**config.mk**
```make
export PLATFORM = sky130hd
export DESIGN_NAME = mem_bus_arbiter_flat
export DESIGN_NICKNAME = d
export VERILOG_FILES = /design/src/rtl/mem_bus_arbiter_pkg.sv /design/src/rtl/mem_bus_arbiter_if.sv /design/src/rtl/mem_bus_arbiter_watchdog.sv /design/src/rtl/mem_bus_arbiter.sv /design/src/flat_wrapper.sv
export SDC_FILE = /design/constraint.sdc
export NUM_CORES = 1
export LEC_CHECK = 0
export BUFFER_PORTS_ARGS = -buffer_cell sky130_fd_sc_hd__buf_2
export CELL_PAD_IN_SITES_DETAIL_PLACEMENT = 1
export CELL_PAD_IN_SITES_GLOBAL_PLACEMENT = 2
export CORE_MARGIN = 4
export CORE_UTILIZATION = 32
export DETAILED_ROUTE_END_ITERATION = 10
export GPL_TIMING_DRIVEN = 0
export PLACE_DENSITY_LB_ADDON = 0.3
export SLEW_MARGIN = 20
export SYNTH_ARGS = -nofsm -noshare
export SYNTH_HDL_FRONTEND = slang
export SYNTH_SLANG_ARGS = --single-unit
```
**constraint.sdc**
```tcl
create_clock -name clk -period 8.7 [get_ports clk]
set_input_delay 1.74 -clock clk [delete_from_list [all_inputs] [get_ports clk]]
set_output_delay 1.74 -clock clk [all_outputs]
set_load 0.03 [all_outputs]
```
**src/rtl/mem_bus_arbiter_pkg.sv**
```systemverilog
// Shared types and constants for the IFU/LSU memory-port arbiter.
package mem_bus_pkg;

  typedef enum logic [1:0] {
    IDLE  = 2'd0,
    ISSUE = 2'd1,
    WAIT  = 2'd2,
    RESP  = 2'd3
  } state_t;

  // Grant / owner identifiers.
  localparam logic GNT_IFU = 1'b0;
  localparam logic GNT_LSU = 1'b1;

  localparam int DEFAULT_TIMEOUT = 255;

  // Watchdog counter width; TIMEOUT is limited to 1..2^16-1.
  localparam int CNT_W = 16;

endpackage

```
**src/rtl/mem_bus_arbiter_if.sv**
```systemverilog
// Bus bundle between the arbiter, its two requesters and the memory slave.
//
// Handshake rules: a request transfers on a cycle where x_req_valid and
// x_req_ready are both high (IFU/LSU -> arbiter) or mem_req_valid and
// mem_req_ready are both high (arbiter -> memory). A requester holds valid
// and payload stable until ready. Responses (x_rsp_valid, mem_rsp_valid)
// are single-cycle pulses with no back-pressure; the receiver must take them.
interface mem_bus_arbiter_if #(
  parameter int ADDR_W = 32,
  parameter int DATA_W = 32
);
  // IFU side
  logic                  ifu_req_valid;
  logic                  ifu_req_ready;
  logic [ADDR_W-1:0]     ifu_addr;
  logic                  ifu_rsp_valid;
  logic [DATA_W-1:0]     ifu_rdata;
  logic                  ifu_rsp_err;
  // LSU side
  logic                  lsu_req_valid;
  logic                  lsu_req_ready;
  logic [ADDR_W-1:0]     lsu_addr;
  logic                  lsu_wen;
  logic [DATA_W-1:0]     lsu_wdata;
  logic [DATA_W/8-1:0]   lsu_wmask;
  logic                  lsu_rsp_valid;
  logic [DATA_W-1:0]     lsu_rdata;
  logic                  lsu_rsp_err;
  // Memory side
  logic                  mem_req_valid;
  logic                  mem_req_ready;
  logic [ADDR_W-1:0]     mem_addr;
  logic                  mem_wen;
  logic [DATA_W-1:0]     mem_wdata;
  logic [DATA_W/8-1:0]   mem_wmask;
  logic                  mem_rsp_valid;
  logic [DATA_W-1:0]     mem_rdata;

  // Arbiter view: master of the memory port, responder to IFU/LSU.
  modport master (
    input  ifu_req_valid, ifu_addr,
    output ifu_req_ready, ifu_rsp_valid, ifu_rdata, ifu_rsp_err,
    input  lsu_req_valid, lsu_addr, lsu_wen, lsu_wdata, lsu_wmask,
    output lsu_req_ready, lsu_rsp_valid, lsu_rdata, lsu_rsp_err,
    output mem_req_valid, mem_addr, mem_wen, mem_wdata, mem_wmask,
    input  mem_req_ready, mem_rsp_valid, mem_rdata
  );

  // Environment view: requesters plus the memory slave.
  modport slave (
    output ifu_req_valid, ifu_addr,
    input  ifu_req_ready, ifu_rsp_valid, ifu_rdata, ifu_rsp_err,
    output lsu_req_valid, lsu_addr, lsu_wen, lsu_wdata, lsu_wmask,
    input  lsu_req_ready, lsu_rsp_valid, lsu_rdata, lsu_rsp_err,
    input  mem_req_valid, mem_addr, mem_wen, mem_wdata, mem_wmask,
    output mem_req_ready, mem_rsp_valid, mem_rdata
  );
endinterface

```
**src/rtl/mem_bus_arbiter_watchdog.sv**
```systemverilog
// Clear/enable cycle counter that flags when TIMEOUT-1 has been reached.
module bus_watchdog
  import mem_bus_pkg::*;
#(
  parameter int TIMEOUT = DEFAULT_TIMEOUT
) (
  input  logic clk,
  input  logic rst,
  input  logic clr,
  input  logic en,
  output logic tc
);

  localparam logic [CNT_W-1:0] LAST = CNT_W'(TIMEOUT - 1);

  logic [CNT_W-1:0] count;

  // Count while enabled; park at the terminal value so tc can never wrap away.
  always_ff @(posedge clk or posedge rst) begin
    if (rst) begin
      count <= '0;
    end else if (clr) begin
      count <= '0;
    end else if (en && !tc) begin
      count <= count + CNT_W'(1);
    end
  end

  assign tc = (count >= LAST);

endmodule

```
**src/rtl/mem_bus_arbiter.sv**
```systemverilog
// Shares one memory port between IFU and LSU: round-robin grant on conflict,
// one outstanding transaction, watchdog-terminated hung transactions.
module mem_bus_arbiter
  import mem_bus_pkg::*;
#(
  parameter int ADDR_W  = 32,
  parameter int DATA_W  = 32,
  parameter int TIMEOUT = DEFAULT_TIMEOUT
) (
  input  logic              clk,
  input  logic              rst,
  mem_bus_arbiter_if.master bus,
  output state_t            dbg_state
);

  localparam int MASK_W = DATA_W / 8;

  state_t              state, state_nxt;
  logic                owner, last_grant, winner;
  logic                accept, rsp_ok, timeout, wd_tc, wd_en;
  logic [DATA_W-1:0]   rsp_data;
  logic [ADDR_W-1:0]   addr_q;
  logic                wen_q;
  logic [DATA_W-1:0]   wdata_q;
  logic [MASK_W-1:0]   wmask_q;
  logic [DATA_W-1:0]   ifu_rdata_q, lsu_rdata_q;
  logic                ifu_err_q, lsu_err_q;

  // Grant selection and transaction completion conditions.
  always_comb begin
    if (bus.ifu_req_valid && bus.lsu_req_valid) winner = ~last_grant;
    else if (bus.lsu_req_valid)                 winner = GNT_LSU;
    else                                        winner = GNT_IFU;
    accept  = (state == IDLE) && (bus.ifu_req_valid || bus.lsu_req_valid);
    rsp_ok  = (state == WAIT) && bus.mem_rsp_valid;
    // A handshake in the same cycle as the terminal count takes precedence.
    timeout = wd_tc && (((state == ISSUE) && !bus.mem_req_ready) ||
                        ((state == WAIT)  && !bus.mem_rsp_valid));
    rsp_data = (timeout || wen_q) ? '0 : bus.mem_rdata;
    wd_en    = (state == ISSUE) || (state == WAIT);
  end

  bus_watchdog #(.TIMEOUT(TIMEOUT)) u_watchdog (
    .clk (clk),
    .rst (rst),
    .clr (accept),
    .en  (wd_en),
    .tc  (wd_tc)
  );

  // State register.
  always_ff @(posedge clk or posedge rst) begin
    if (rst) state <= IDLE;
    else     state <= state_nxt;
  end

  // Next-state logic.
  always_comb begin
    state_nxt = state;
    case (state)
      IDLE:  if (accept) state_nxt = ISSUE;
      ISSUE: if (bus.mem_req_ready) state_nxt = WAIT;
             else if (timeout)      state_nxt = RESP;
      WAIT:  if (rsp_ok || timeout) state_nxt = RESP;
      RESP:  state_nxt = IDLE;
      default: state_nxt = IDLE;
    endcase
  end

  // Request payload capture, ownership tracking and per-requester response data.
  always_ff @(posedge clk or posedge rst) begin
    if (rst) begin
      owner       <= GNT_IFU;
      last_grant  <= GNT_LSU;
      addr_q      <= '0;
      wen_q       <= 1'b0;
      wdata_q     <= '0;
      wmask_q     <= '0;
      ifu_rdata_q <= '0;
      lsu_rdata_q <= '0;
      ifu_err_q   <= 1'b0;
      lsu_err_q   <= 1'b0;
    end else begin
      if (accept) begin
        owner      <= winner;
        last_grant <= winner;
        if (winner == GNT_LSU) begin
          addr_q  <= bus.lsu_addr;
          wen_q   <= bus.lsu_wen;
          wdata_q <= bus.lsu_wdata;
          wmask_q <= bus.lsu_wmask;
        end else begin
          addr_q  <= bus.ifu_addr;
          wen_q   <= 1'b0;
          wdata_q <= '0;
          wmask_q <= '0;
        end
      end
      if (rsp_ok || timeout) begin
        if (owner == GNT_LSU) begin
          lsu_rdata_q <= rsp_data;
          lsu_err_q   <= timeout;
        end else begin
          ifu_rdata_q <= rsp_data;
          ifu_err_q   <= timeout;
        end
      end
    end
  end

  // Outputs decoded from state and registered payload.
  always_comb begin
    bus.ifu_req_ready = (state == IDLE) && bus.ifu_req_valid && (winner == GNT_IFU);
    bus.lsu_req_ready = (state == IDLE) && bus.lsu_req_valid && (winner == GNT_LSU);
    bus.ifu_rsp_valid = (state == RESP) && (owner == GNT_IFU);
    bus.lsu_rsp_valid = (state == RESP) && (owner == GNT_LSU);
    bus.ifu_rdata     = ifu_rdata_q;
    bus.ifu_rsp_err   = ifu_err_q;
    bus.lsu_rdata     = lsu_rdata_q;
    bus.lsu_rsp_err   = lsu_err_q;
    bus.mem_req_valid = (state == ISSUE);
    bus.mem_addr      = addr_q;
    bus.mem_wen       = wen_q;
    bus.mem_wdata     = wdata_q;
    bus.mem_wmask     = wmask_q;
    dbg_state         = state;
  end

endmodule

```
**src/flat_wrapper.sv**
```systemverilog
// flat-port wrapper written by rule: the top's interface ports become plain ports
module mem_bus_arbiter_flat import mem_bus_pkg::*;
#(
  parameter int ADDR_W  = 32,
  parameter int DATA_W  = 32,
  parameter int TIMEOUT = DEFAULT_TIMEOUT
)
  (clk, rst, dbg_state, bus_ifu_req_valid, bus_ifu_addr, bus_ifu_req_ready, bus_ifu_rsp_valid, bus_ifu_rdata, bus_ifu_rsp_err, bus_lsu_req_valid, bus_lsu_addr, bus_lsu_wen, bus_lsu_wdata, bus_lsu_wmask, bus_lsu_req_ready, bus_lsu_rsp_valid, bus_lsu_rdata, bus_lsu_rsp_err, bus_mem_req_valid, bus_mem_addr, bus_mem_wen, bus_mem_wdata, bus_mem_wmask, bus_mem_req_ready, bus_mem_rsp_valid, bus_mem_rdata);
  mem_bus_arbiter_if #(.ADDR_W(ADDR_W), .DATA_W(DATA_W)) bus_i ();
  input  logic clk;
  input  logic rst;
  output state_t dbg_state;
  input wire logic [$bits(bus_i.ifu_req_valid)-1:0] bus_ifu_req_valid;
  input wire logic [$bits(bus_i.ifu_addr)-1:0] bus_ifu_addr;
  output wire logic [$bits(bus_i.ifu_req_ready)-1:0] bus_ifu_req_ready;
  output wire logic [$bits(bus_i.ifu_rsp_valid)-1:0] bus_ifu_rsp_valid;
  output wire logic [$bits(bus_i.ifu_rdata)-1:0] bus_ifu_rdata;
  output wire logic [$bits(bus_i.ifu_rsp_err)-1:0] bus_ifu_rsp_err;
  input wire logic [$bits(bus_i.lsu_req_valid)-1:0] bus_lsu_req_valid;
  input wire logic [$bits(bus_i.lsu_addr)-1:0] bus_lsu_addr;
  input wire logic [$bits(bus_i.lsu_wen)-1:0] bus_lsu_wen;
  input wire logic [$bits(bus_i.lsu_wdata)-1:0] bus_lsu_wdata;
  input wire logic [$bits(bus_i.lsu_wmask)-1:0] bus_lsu_wmask;
  output wire logic [$bits(bus_i.lsu_req_ready)-1:0] bus_lsu_req_ready;
  output wire logic [$bits(bus_i.lsu_rsp_valid)-1:0] bus_lsu_rsp_valid;
  output wire logic [$bits(bus_i.lsu_rdata)-1:0] bus_lsu_rdata;
  output wire logic [$bits(bus_i.lsu_rsp_err)-1:0] bus_lsu_rsp_err;
  output wire logic [$bits(bus_i.mem_req_valid)-1:0] bus_mem_req_valid;
  output wire logic [$bits(bus_i.mem_addr)-1:0] bus_mem_addr;
  output wire logic [$bits(bus_i.mem_wen)-1:0] bus_mem_wen;
  output wire logic [$bits(bus_i.mem_wdata)-1:0] bus_mem_wdata;
  output wire logic [$bits(bus_i.mem_wmask)-1:0] bus_mem_wmask;
  input wire logic [$bits(bus_i.mem_req_ready)-1:0] bus_mem_req_ready;
  input wire logic [$bits(bus_i.mem_rsp_valid)-1:0] bus_mem_rsp_valid;
  input wire logic [$bits(bus_i.mem_rdata)-1:0] bus_mem_rdata;
  assign bus_i.ifu_req_valid = bus_ifu_req_valid;
  assign bus_i.ifu_addr = bus_ifu_addr;
  assign bus_ifu_req_ready = bus_i.ifu_req_ready;
  assign bus_ifu_rsp_valid = bus_i.ifu_rsp_valid;
  assign bus_ifu_rdata = bus_i.ifu_rdata;
  assign bus_ifu_rsp_err = bus_i.ifu_rsp_err;
  assign bus_i.lsu_req_valid = bus_lsu_req_valid;
  assign bus_i.lsu_addr = bus_lsu_addr;
  assign bus_i.lsu_wen = bus_lsu_wen;
  assign bus_i.lsu_wdata = bus_lsu_wdata;
  assign bus_i.lsu_wmask = bus_lsu_wmask;
  assign bus_lsu_req_ready = bus_i.lsu_req_ready;
  assign bus_lsu_rsp_valid = bus_i.lsu_rsp_valid;
  assign bus_lsu_rdata = bus_i.lsu_rdata;
  assign bus_lsu_rsp_err = bus_i.lsu_rsp_err;
  assign bus_mem_req_valid = bus_i.mem_req_valid;
  assign bus_mem_addr = bus_i.mem_addr;
  assign bus_mem_wen = bus_i.mem_wen;
  assign bus_mem_wdata = bus_i.mem_wdata;
  assign bus_mem_wmask = bus_i.mem_wmask;
  assign bus_i.mem_req_ready = bus_mem_req_ready;
  assign bus_i.mem_rsp_valid = bus_mem_rsp_valid;
  assign bus_i.mem_rdata = bus_mem_rdata;
  mem_bus_arbiter #(.ADDR_W(ADDR_W), .DATA_W(DATA_W), .TIMEOUT(TIMEOUT)) u_core (.clk(clk), .rst(rst), .bus(bus_i), .dbg_state(dbg_state));
endmodule
```
# Word level (Yosys, flattened, before mapping)
# Index checks and enable logic that the tools add are counted.
[word_totals]
elab_cells = 63
in_bits = 139
register_bits = 155
[op_classes]
n_lt_le_gt_ge = 1
bitwise_logic = 3
mux = 14
n_addsub = 1
n_reduce_logical = 26
eq_ne = 6
[op_table]
columns = ["op", "count"]
rows = [
  ["$mux W32", 3],
  ["$mux W16", 2],
  ["$add A16 B1 Y16 const B", 1],
  ["$ge A16 B8 Y1 const B", 1],
  ["$logic_and A1 B1 Y1", 13],
  ["$mux W2", 4],
  ["$pmux W2 S4", 1],
  ["$logic_or A1 B1 Y1", 5],
  ["$eq A2 B2 Y1 const B", 2],
  ["$mux W4", 1],
  ["$reduce_and A2 Y1", 2],
  ["$logic_not A1 Y1", 3],
  ["$mux W1", 3],
  ["$ne A3 B1 Y1 const B", 1],
  ["$not A1 Y1", 3],
  ["$reduce_and A3 Y1", 1],
  ["$eq A2 B1 Y1 const B", 1],
  ["$logic_not A2 Y1", 1],
  ["$ne A2 B1 Y1 const B", 1],
  ["$ne A2 B2 Y1 const B", 1],
  ["$reduce_bool A2 Y1", 1],
]

# Longest topological paths before layout
# Gate-level depths: netlist of run 1.
[depth]
word_depth = 7
mapped_depth = 9

# Hierarchy
# From an unflattened synthesis of run 1, not the netlist that was laid out.
[hier_totals]
hier_cells = 550
area_unflattened_um2 = 6670.1
[modules_own_cells]
columns = ["mod", "area_each_um2", "cells_per_inst", "instances"]
rows = [
  ["mem_bus_arbiter", 5858.1, 476, 1],
  ["bus_watchdog", 812.0, 74, 1],
]

# Least setup slack after synthesis of run 1
# No wires, ideal clock.
[synth_path]
path_kind = "input to output"
from = "input bus_lsu_req_valid"
to = "output bus_lsu_req_ready"
required_ps = 6960
t_arrival_ps = 2800
path_buffers = 3
setup_slack_ps = 4160
path_stages = 5
cell_sequence = "a21boi_0 buf_2 and2_1 clkbuf_1 buf_1"
[synth_via]
elab_chain_cells = 3
[synth_lines]
columns = ["element", "line", "text"]
rows = [
  ["from (decl)", "flat_wrapper.sv:19", "input wire logic [$bits(bus_i.lsu_req_valid)-1:0] bus_lsu_req_valid;"],
  ["$mux W1 / $logic_and A1 B1 Y1 (equally long branches)", "mem_bus_arbiter.sv:32, mem_bus_arbiter.sv:31", ""],
  ["$mux W1", "mem_bus_arbiter.sv:31", "if (bus.ifu_req_valid && bus.lsu_req_valid) winner = ~last_grant;"],
  ["$logic_and A1 B1 Y1 (*)", "mem_bus_arbiter.sv:114", "bus.lsu_req_ready = (state == IDLE) && bus.lsu_req_valid && (winner == GNT_LSU);"],
  ["to (decl)", "flat_wrapper.sv:24", "output wire logic [$bits(bus_i.lsu_req_ready)-1:0] bus_lsu_req_ready;"],
]
# Every way passes the cells marked *; elsewhere a longest branch is shown, timed or not.

# Final worst setup path of run 1
# Ends and elaborated chain as after synthesis.

==> metrics.md, run 1 <==
| Metric | Value |
|---|---|
| Outcome | `finished, final reports clean` |
| Dpl cell area | `roughly 9100 um^2` |
| DP HPWL | `slightly below 20 mm` |
| GR met1 Demand/Resource | `0.263` |
| Synthesized flop and latch total | `between 150 and 200` |
| Global-route wire length before repair | `42.5 mm` |
| Internal power | `between 1.5 and 2 mW` |
| Most common cell in the netlist | `dfrtp_1` |
| FMAX | `196 MHz` |
| Clock power share | `0.205` |
| NetSw | `1.83 mW` |
| CTS root buffer | `clkbuf_16` |
| Area grow syn2layout | `32.6%` |
| Peak VDD IR | `0.136 mV` |
| Post-synth top cells | `dfrtp_1, nand2_1, nand3_1` |
| Slowest stage delay, CP | `around 0.46 ns` |
| Netlist cell types | `between 40 and 50` |
| Via density | `~5.3` |
| CTS H-tree lvls | `4` |
| Ys flop type | `dfrtp_1` |
| Power Dens Cells | `389 nW/um^2` |
| Comb pwr share | `0.486` |
| GR Util met2 | `0.350` |
| Number of flops mapped to enable cells by yosys | `0` |
| HP Class | `flip-flop to flip-flop` |
| Worst-path cell chain | `buf_2, a21boi_0, buf_2, and2_1, clkbuf_1, buf_1, buf_2` |
| Minimum clock period | `around 5.1 ns` |
| Register share of total power | `0.309` |
| First-pass iteration count of the detailed router | `4` |
| Crit path launch type | `input pin` |
| Tot Pwr | `3.78 mW` |
| Final WL | `between 20 and 30 mm` |
| Average size of a mapped cell | `just over 10 um^2` |
| Core Util, Final | `0.431` |
| Die Ht | `between 150 and 200 um` |
| Top Usage Layer GRT | `met2` |
| Port Buffers | `between 200 and 300` |
| RSZ-0062 raised after global routing | `false` |
| Die area | `25400 um^2` |
| Buffers plus inverters on the worst setup path | `5` |
| Setup crit end kind | `output pin` |
| Period utilisation layout | `0.587` |
| Met3 Use GR | `0.0557` |
| Largest net degree at the start of global routing | `approximately 100` |
| Total CTS buffers | `17` |
| Seq/Total Area, Yosys | `0.529` |
| Sw frac | `0.485` |
| Largest cells by area after synthesis | `dfrtp_1, o2111ai_1, o211ai_1` |
| Hold slack final | `0.474 ns` |
| Leading area contributor after synthesis | `dfrtp_1` |
| I/O pins | `281` |
| CP dominant cell by count | `buf_2` |
| Vias in the first global route | `7481` |
| Nets | `around 1200` |
| Post-CTS Hold Buffers | `0` |
| Routed WL per cell | `between 20 and 25 um` |
| Clock transition at path regs | `around 0.07 ns` |
| Global Route Usage Sum | `0.206` |
| Share of cells above drive strength 1 | `0.330` |
| Synthesized area | `between 7000 and 8000 um^2` |
| Clock Tree Buf Depth | `2` |
| Worst Path Class, Setup | `input pin to output pin` |
| Core area | `between 20000 and 25000 um^2` |
| Antenna Nets Post-Route | `0` |
| Clk sink count | `155` |
| Initial antenna violation count | `1` |
| Relative slew slack | `0.486` |
| Clock latency on the worst-skew pair | `between 0.4 and 0.5 ns` |
| Final Max Slew Viols | `0` |
| Post-CTS Setup Inserts | `0` |
| Antenna fix cells | `0` |
| Syn_nets | `about 850` |
| Drt initial violations | `between 300 and 400` |
| Max_cap viols | `0` |
| Syn Inst Count | `707` |
| Final setup viols | `0` |
| Post-synthesis async set-or-reset flop share | `1.00` |
| Final hold vios | `0` |
| Drt drc | `0` |
| Skew final | `0.0127 ns` |
| Worst-path maximum fanout | `10` |
| Horiz. Die Dim | `about 160 um` |
| CTS tree | `built` |
| Vias | `a little under 7000` |
| CP top delay family | `buffers and inverters` |
| Pleak | `4.40 nW` |
| Post-synth top area share | `0.526` |
| Worst path slowest cell | `buf_1` |
| Crit path DAT | `around 3.4 ns` |
| Total congestion overflow | `0` |
| GPL Wtd Cong | `around 0.79` |
| Warnings, synthesis | `0` |
| Post-CTS resize count | `0` |
| Register-to-register setup slack | `~6.3 ns` |
| Final Cell Area | `about 9700 um^2` |
| Worst-Margin Slew | `between 0.7 and 0.8 ns` |
| Setup tns final | `0 ns` |
| Initial Util | `0.325` |
| Required @ worst endpoint | `slightly below 7 ns` |
| Rows | `55` |
cell type report:
| cell class | instances | area, um^2 |
|---|---|---|
| clock inverters | 15 | 173 |
| clock buffers | 17 | 425 |
| multi-input cells | 466 | 3100 |
| plain buffers | 77 | 315 |
| fillers | 2663 | 12900 |
| repair buffers | 281 | 1430 |
| flip-flops and latches | 155 | 3880 |
| well taps | 285 | 357 |
| inverters | 9 | 41.3 |
cell families (layout without fill, tap and decap cells):
| group | count (synthesis) | in the layout | share of synthesized area |
|---|---|---|---|
| AOI/OAI and AO/OA | 225 | 225 | 0.236 |
| xor gates and xnor gates | 1 | 1 | 0.00120 |
| muxes | 34 | 34 | 0.0466 |
| adders and majority gates | 7 | 7 | 0.0119 |
| and+or+nand+nor | 199 | 199 | 0.127 |
| buffers and inverters | 86 | 399 | 0.0476 |
| DFF | 155 | 155 | 0.529 |
worst paths after layout:
kind | from | end | cells past startpoint
worst max-delay path | bus_lsu_req_valid | bus_lsu_req_ready | 7
worst min-delay path | u_core.bus.mem_addr[20] | u_core.bus.mem_addr[20] | 2
worst max register to register | u_core.dbg_state[0] | u_core.u_watchdog.count[5] | 7
worst min register to register | u_core.bus.mem_addr[20] | u_core.bus.mem_addr[20] | 2
max in group asynchronous | rst | u_core.bus.lsu_rdata[0] | 3
min in group asynchronous | rst | u_core.bus.mem_wdata[10] | 2
cells in the final DEF, fill, tap and decap left out, types with 6 or more instances in the layout:
cell type    n
buf_2      292
dfrtp_1    154
nand2_1    102
nand3_1     68
o211ai_1    66
o2111ai_1   64
clkbuf_1    60
a22o_1      37
o21ai_0     36
mux2i_1     33
clkbuf_16   17
and2_1       8
inv_1        7
inv_8        7
ha_1         7
a21oi_1      6
routing by layer:
metal | wire length, um | share of wire
met1 | 11500 | 0.44
met2 | 12800 | 0.49
met3 | 1550 | 0.059
met4 | 279 | 0.011
met5 | 20 | 0.00076
flip-flops by register name, indices dropped and copies added (netlist names):
signal / cells
u_core.bus.ifu_rdata: 32
u_core.bus.ifu_rsp_err: 1
u_core.bus.lsu_rdata: 32
u_core.bus.lsu_rsp_err: 1
u_core.bus.mem_addr: 32
u_core.bus.mem_wdata: 32
u_core.bus.mem_wen: 1
u_core.bus.mem_wmask: 4
u_core.dbg_state: 2
u_core.last_grant: 1
u_core.owner: 1
u_core.u_watchdog.count: 16
power groups by stage:
stage | sequential, mW | combinational, mW | clock (mW)
2_1_floorplan | 1.64 | 0.766 | 0
4_1_cts | 1.17 | 1.86 | 0.795
3_5_place_dp | 1.17 | 1.86 | 0
6_report | 1.17 | 1.84 | 0.773
3_3_place_gp | 1.17 | 1.82 | 0
5_1_grt | 1.21 | 2.01 | 0.828
worst reg2reg max path, cell delays in order (launching register included):
cell	delay, ns
dfrtp_1	0.45
inv_1	0.14
ha_1	0.28
o21ai_1	0.27
clkbuf_1	0.53
buf_1	0.46
nand2_1	0.10
mux2i_1	0.14
through the flow:
| stage | std cells | setup slack, ns |
|---|---|---|
| 3_3_place_gp | 1272 | 0.530 |
| 4_1_cts | 1305 | 3.54 |
| 2_1_floorplan | 707 | 2.78 |
| 6_report | 1305 | 3.59 |
| 3_5_place_dp | 1273 | 3.54 |
| 5_1_grt | 1305 | 3.44 |
No activity file was read; power rests on OpenSTA's default activity.
==> run 2, diff against run 1 <==
Settings changed: CORE_UTILIZATION 32 to 29.
Clock period 8.7 ns to 4.8 ns, I/O delays scaled along.
==> metrics.md, run 2 (same netlist as run 1, synthesis figures left out) <==
| Metric | Value |
|---|---|
| Vias in the first global route | `7564 (was 7481)` |
| Worst Path Class, Setup | `input pin to output pin (unchanged)` |
| Vias | `6921 (was 6933)` |
| Final Max Slew Viols | `0 (unchanged)` |
| Max_cap viols | `0 (unchanged)` |
| Hold path depth | `2 (unchanged)` |
| Initial Util | `0.298 (was 0.325)` |
| Clock latency on the worst-skew pair | `0.43 ns (was 0.44 ns)` |
| GPL Wtd Cong | `0.785 (was 0.794)` |
| First-pass iteration count of the detailed router | `4 (unchanged)` |
| Rows | `57 (was 55)` |
| Die area | `27900 um^2 (was 25400 um^2)` |
| Drt initial violations | `370 (was 303)` |
| DP HPWL | `20.8 mm (was 19.7 mm)` |
| HP Class | `flip-flop to flip-flop (unchanged)` |
| Total congestion overflow | `0 (unchanged)` |
| Minimum clock period | `approximately 3.5 ns` |
| Power Dens Cells | `690 nW/um^2 (was 389 nW/um^2)` |
| Crit path launch type | `input pin (unchanged)` |
| I/O pins | `281 (unchanged)` |
| Initial antenna violation count | `1 (unchanged)` |
| Post-CTS Hold Buffers | `0 (unchanged)` |
| Total CTS buffers | `17 (unchanged)` |
| Period utilisation layout | `0.722` |
| Setup crit end kind | `output pin (unchanged)` |
| Area grow syn2layout | `34.3% (was 32.6%)` |
| Register-to-register setup slack | `2.35 ns (was 6.25 ns)` |
| R2R depth | `8 (was 7)` |
| Nets | `1158 (was 1153)` |
| Worst path slowest cell | `buf_1 (unchanged)` |
| Relative slew slack | `0.497 (was 0.486)` |
| Required @ worst endpoint | `3.84 ns (was 6.96 ns)` |
| Fillers | `2905 (was 2663)` |
| Core Util, Final | `0.400 (was 0.431)` |
| Slowest stage delay, CP | `0.42 ns (was 0.46 ns)` |
| FMAX | `288 MHz` |
| Hold Crit Start | `u_core.bus.mem_addr[30] (was u_core.bus.mem_addr[20])` |
| CTS tree | `built (unchanged)` |
| Largest net degree at the start of global routing | `30 (was 98)` |
| CTS root buffer | `clkbuf_16 (unchanged)` |
| Final WL | `26.7 mm (was 26.2 mm)` |
| Setup tns final | `0 ns (unchanged)` |
| Die Ht | `167 um (was 159 um)` |
| Non-filler cells, final | `1351 (was 1305)` |
| Crit path DAT | `2.51 ns (was 3.37 ns)` |
| PnR worst setup slack | `1.33 ns (was 3.59 ns)` |
| Clock Tree Buf Depth | `2 (unchanged)` |
| Pleak | `4.43 nW (was 4.40 nW)` |
| R2R Path Start | `u_core.dbg_state[0] (unchanged)` |
| Port Buffers | `280 (unchanged)` |
| Global Route Usage Sum | `0.191 (was 0.206)` |
| Most common cell after layout, fill and taps aside | `buf_2 (unchanged)` |
| Outcome | `finished, final reports clean (unchanged)` |
| Core area | `24600 um^2 (was 22600 um^2)` |
| Via density | `5.12 (was 5.31)` |
| Global-route wire length before repair | `42.9 mm (was 42.5 mm)` |
| Worst-Margin Slew | `0.752 ns (was 0.768 ns)` |
| Post-CTS Setup Inserts | `0 (unchanged)` |
| Final hold vios | `0 (unchanged)` |
| CP dominant cell by count | `buf_2 (unchanged)` |
| Drt drc | `0 (unchanged)` |
| Horiz. Die Dim | `167 um (was 159 um)` |
| Dpl cell area | `9270 um^2 (was 9120 um^2)` |
| Worst min-delay path endpoint | `u_core.bus.mem_addr[30] (was u_core.bus.mem_addr[20])` |
| Worst-path cell chain | `buf_2, a21boi_0, buf_2, and2_1, clkbuf_1, buf_1, buf_2 (unchanged)` |
| Antenna Nets Post-Route | `0 (unchanged)` |
| RSZ-0062 raised after global routing | `false (unchanged)` |
| CTS H-tree lvls | `4 (unchanged)` |
| Tot Pwr | `6.79 mW (was 3.78 mW)` |
| Worst slack, placed | `1.26 ns (was 3.54 ns)` |
| Hold slack final | `0.478 ns (was 0.474 ns)` |
| Routed WL per cell | `19.8 um (was 20.1 um)` |
| Post-CTS resize count | `0 (unchanged)` |
| Final Cell Area | `9850 um^2 (was 9720 um^2)` |
| Clk sink count | `155 (unchanged)` |
| Final setup viols | `0 (unchanged)` |
| Worst-path maximum fanout | `10 (unchanged)` |
| Clock transition at path regs | `0.07 ns (about the same)` |
| R2R Path End | `u_core.bus.lsu_rdata[19] (was u_core.u_watchdog.count[5])` |
| Share of cells above drive strength 1 | `0.334 (was 0.330)` |
| Most frequent cells in the layout | `buf_2, dfrtp_1, nand2_1, nand3_1, o211ai_1 (unchanged)` |
| Peak VDD IR | `0.266 mV (was 0.136 mV)` |
| Skew final | `0.0157 ns (was 0.0127 ns)` |
| DP Cell Count | `1317 (was 1273)` |
==> run 2: changes by cell type in the layout (fill, tap and decap cells not counted), moves of 2 or more <==
cell        change
buf_12          +5
clkinv_2        +2
clkinv_4        +2
clkinvlp_4      +2
diode_2         +2
inv_8           -6
==> run 2: worst max-delay path by stage <==
stage	start	endpoint	slack, ns	cells past startpoint
4_1_cts	bus_ifu_req_valid	bus_lsu_req_ready	1.26	7
5_1_grt	bus_lsu_req_valid	bus_lsu_req_ready	1.11	7
2_1_floorplan	bus_lsu_req_valid	bus_lsu_req_ready	1.82	5
3_3_place_gp	rst	u_core.bus.lsu_rdata[22]	0.62	2
3_5_place_dp	bus_ifu_req_valid	bus_lsu_req_ready	1.26	7
6_report	bus_ifu_req_valid	bus_lsu_req_ready	1.33	7
==> run 2: area by class of cell <==
type | count | area [um^2] | share of cell area
buffer | 77 | 315 | 0.0320
multi-input combinational | 466 | 3100 | 0.315
antenna | 2 | 5.00 | 0.000508
timing repair buffer | 286 | 1530 | 0.155
clock buffer | 18 | 439 | 0.0446
sequential | 155 | 3880 | 0.394
clock inverter | 14 | 135 | 0.0137
inverter | 9 | 37.5 | 0.00381
tap | 324 | 405 | 0.0412
==> run 2: worst max-delay path, delay by kind of cell <==
family	cells	cell delay, ns
buf+inv	5	1.26
simple gates	1	0.15
compound gates	1	0.14
==> run 2: where the power goes <==
| part | total (mW) | switching, mW | internal, mW |
|---|---|---|---|
| Combinational | 3.33 | 2.33 | 0.999 |
| Clock | 1.34 | 0.598 | 0.739 |
| Sequential | 2.12 | 0.334 | 1.79 |
==> run 2: per-layer routing <==
layer  routed length (um)  track usage  share of wire  vias to the layer above
li1                     -            -              -                     3285
met1                11500        0.248           0.43                     3392
met2                13100        0.319           0.49                      212
met3                 1770       0.0502          0.066                       30
met4                  379       0.0491          0.014                        2
met5                   13            0        0.00049                        -
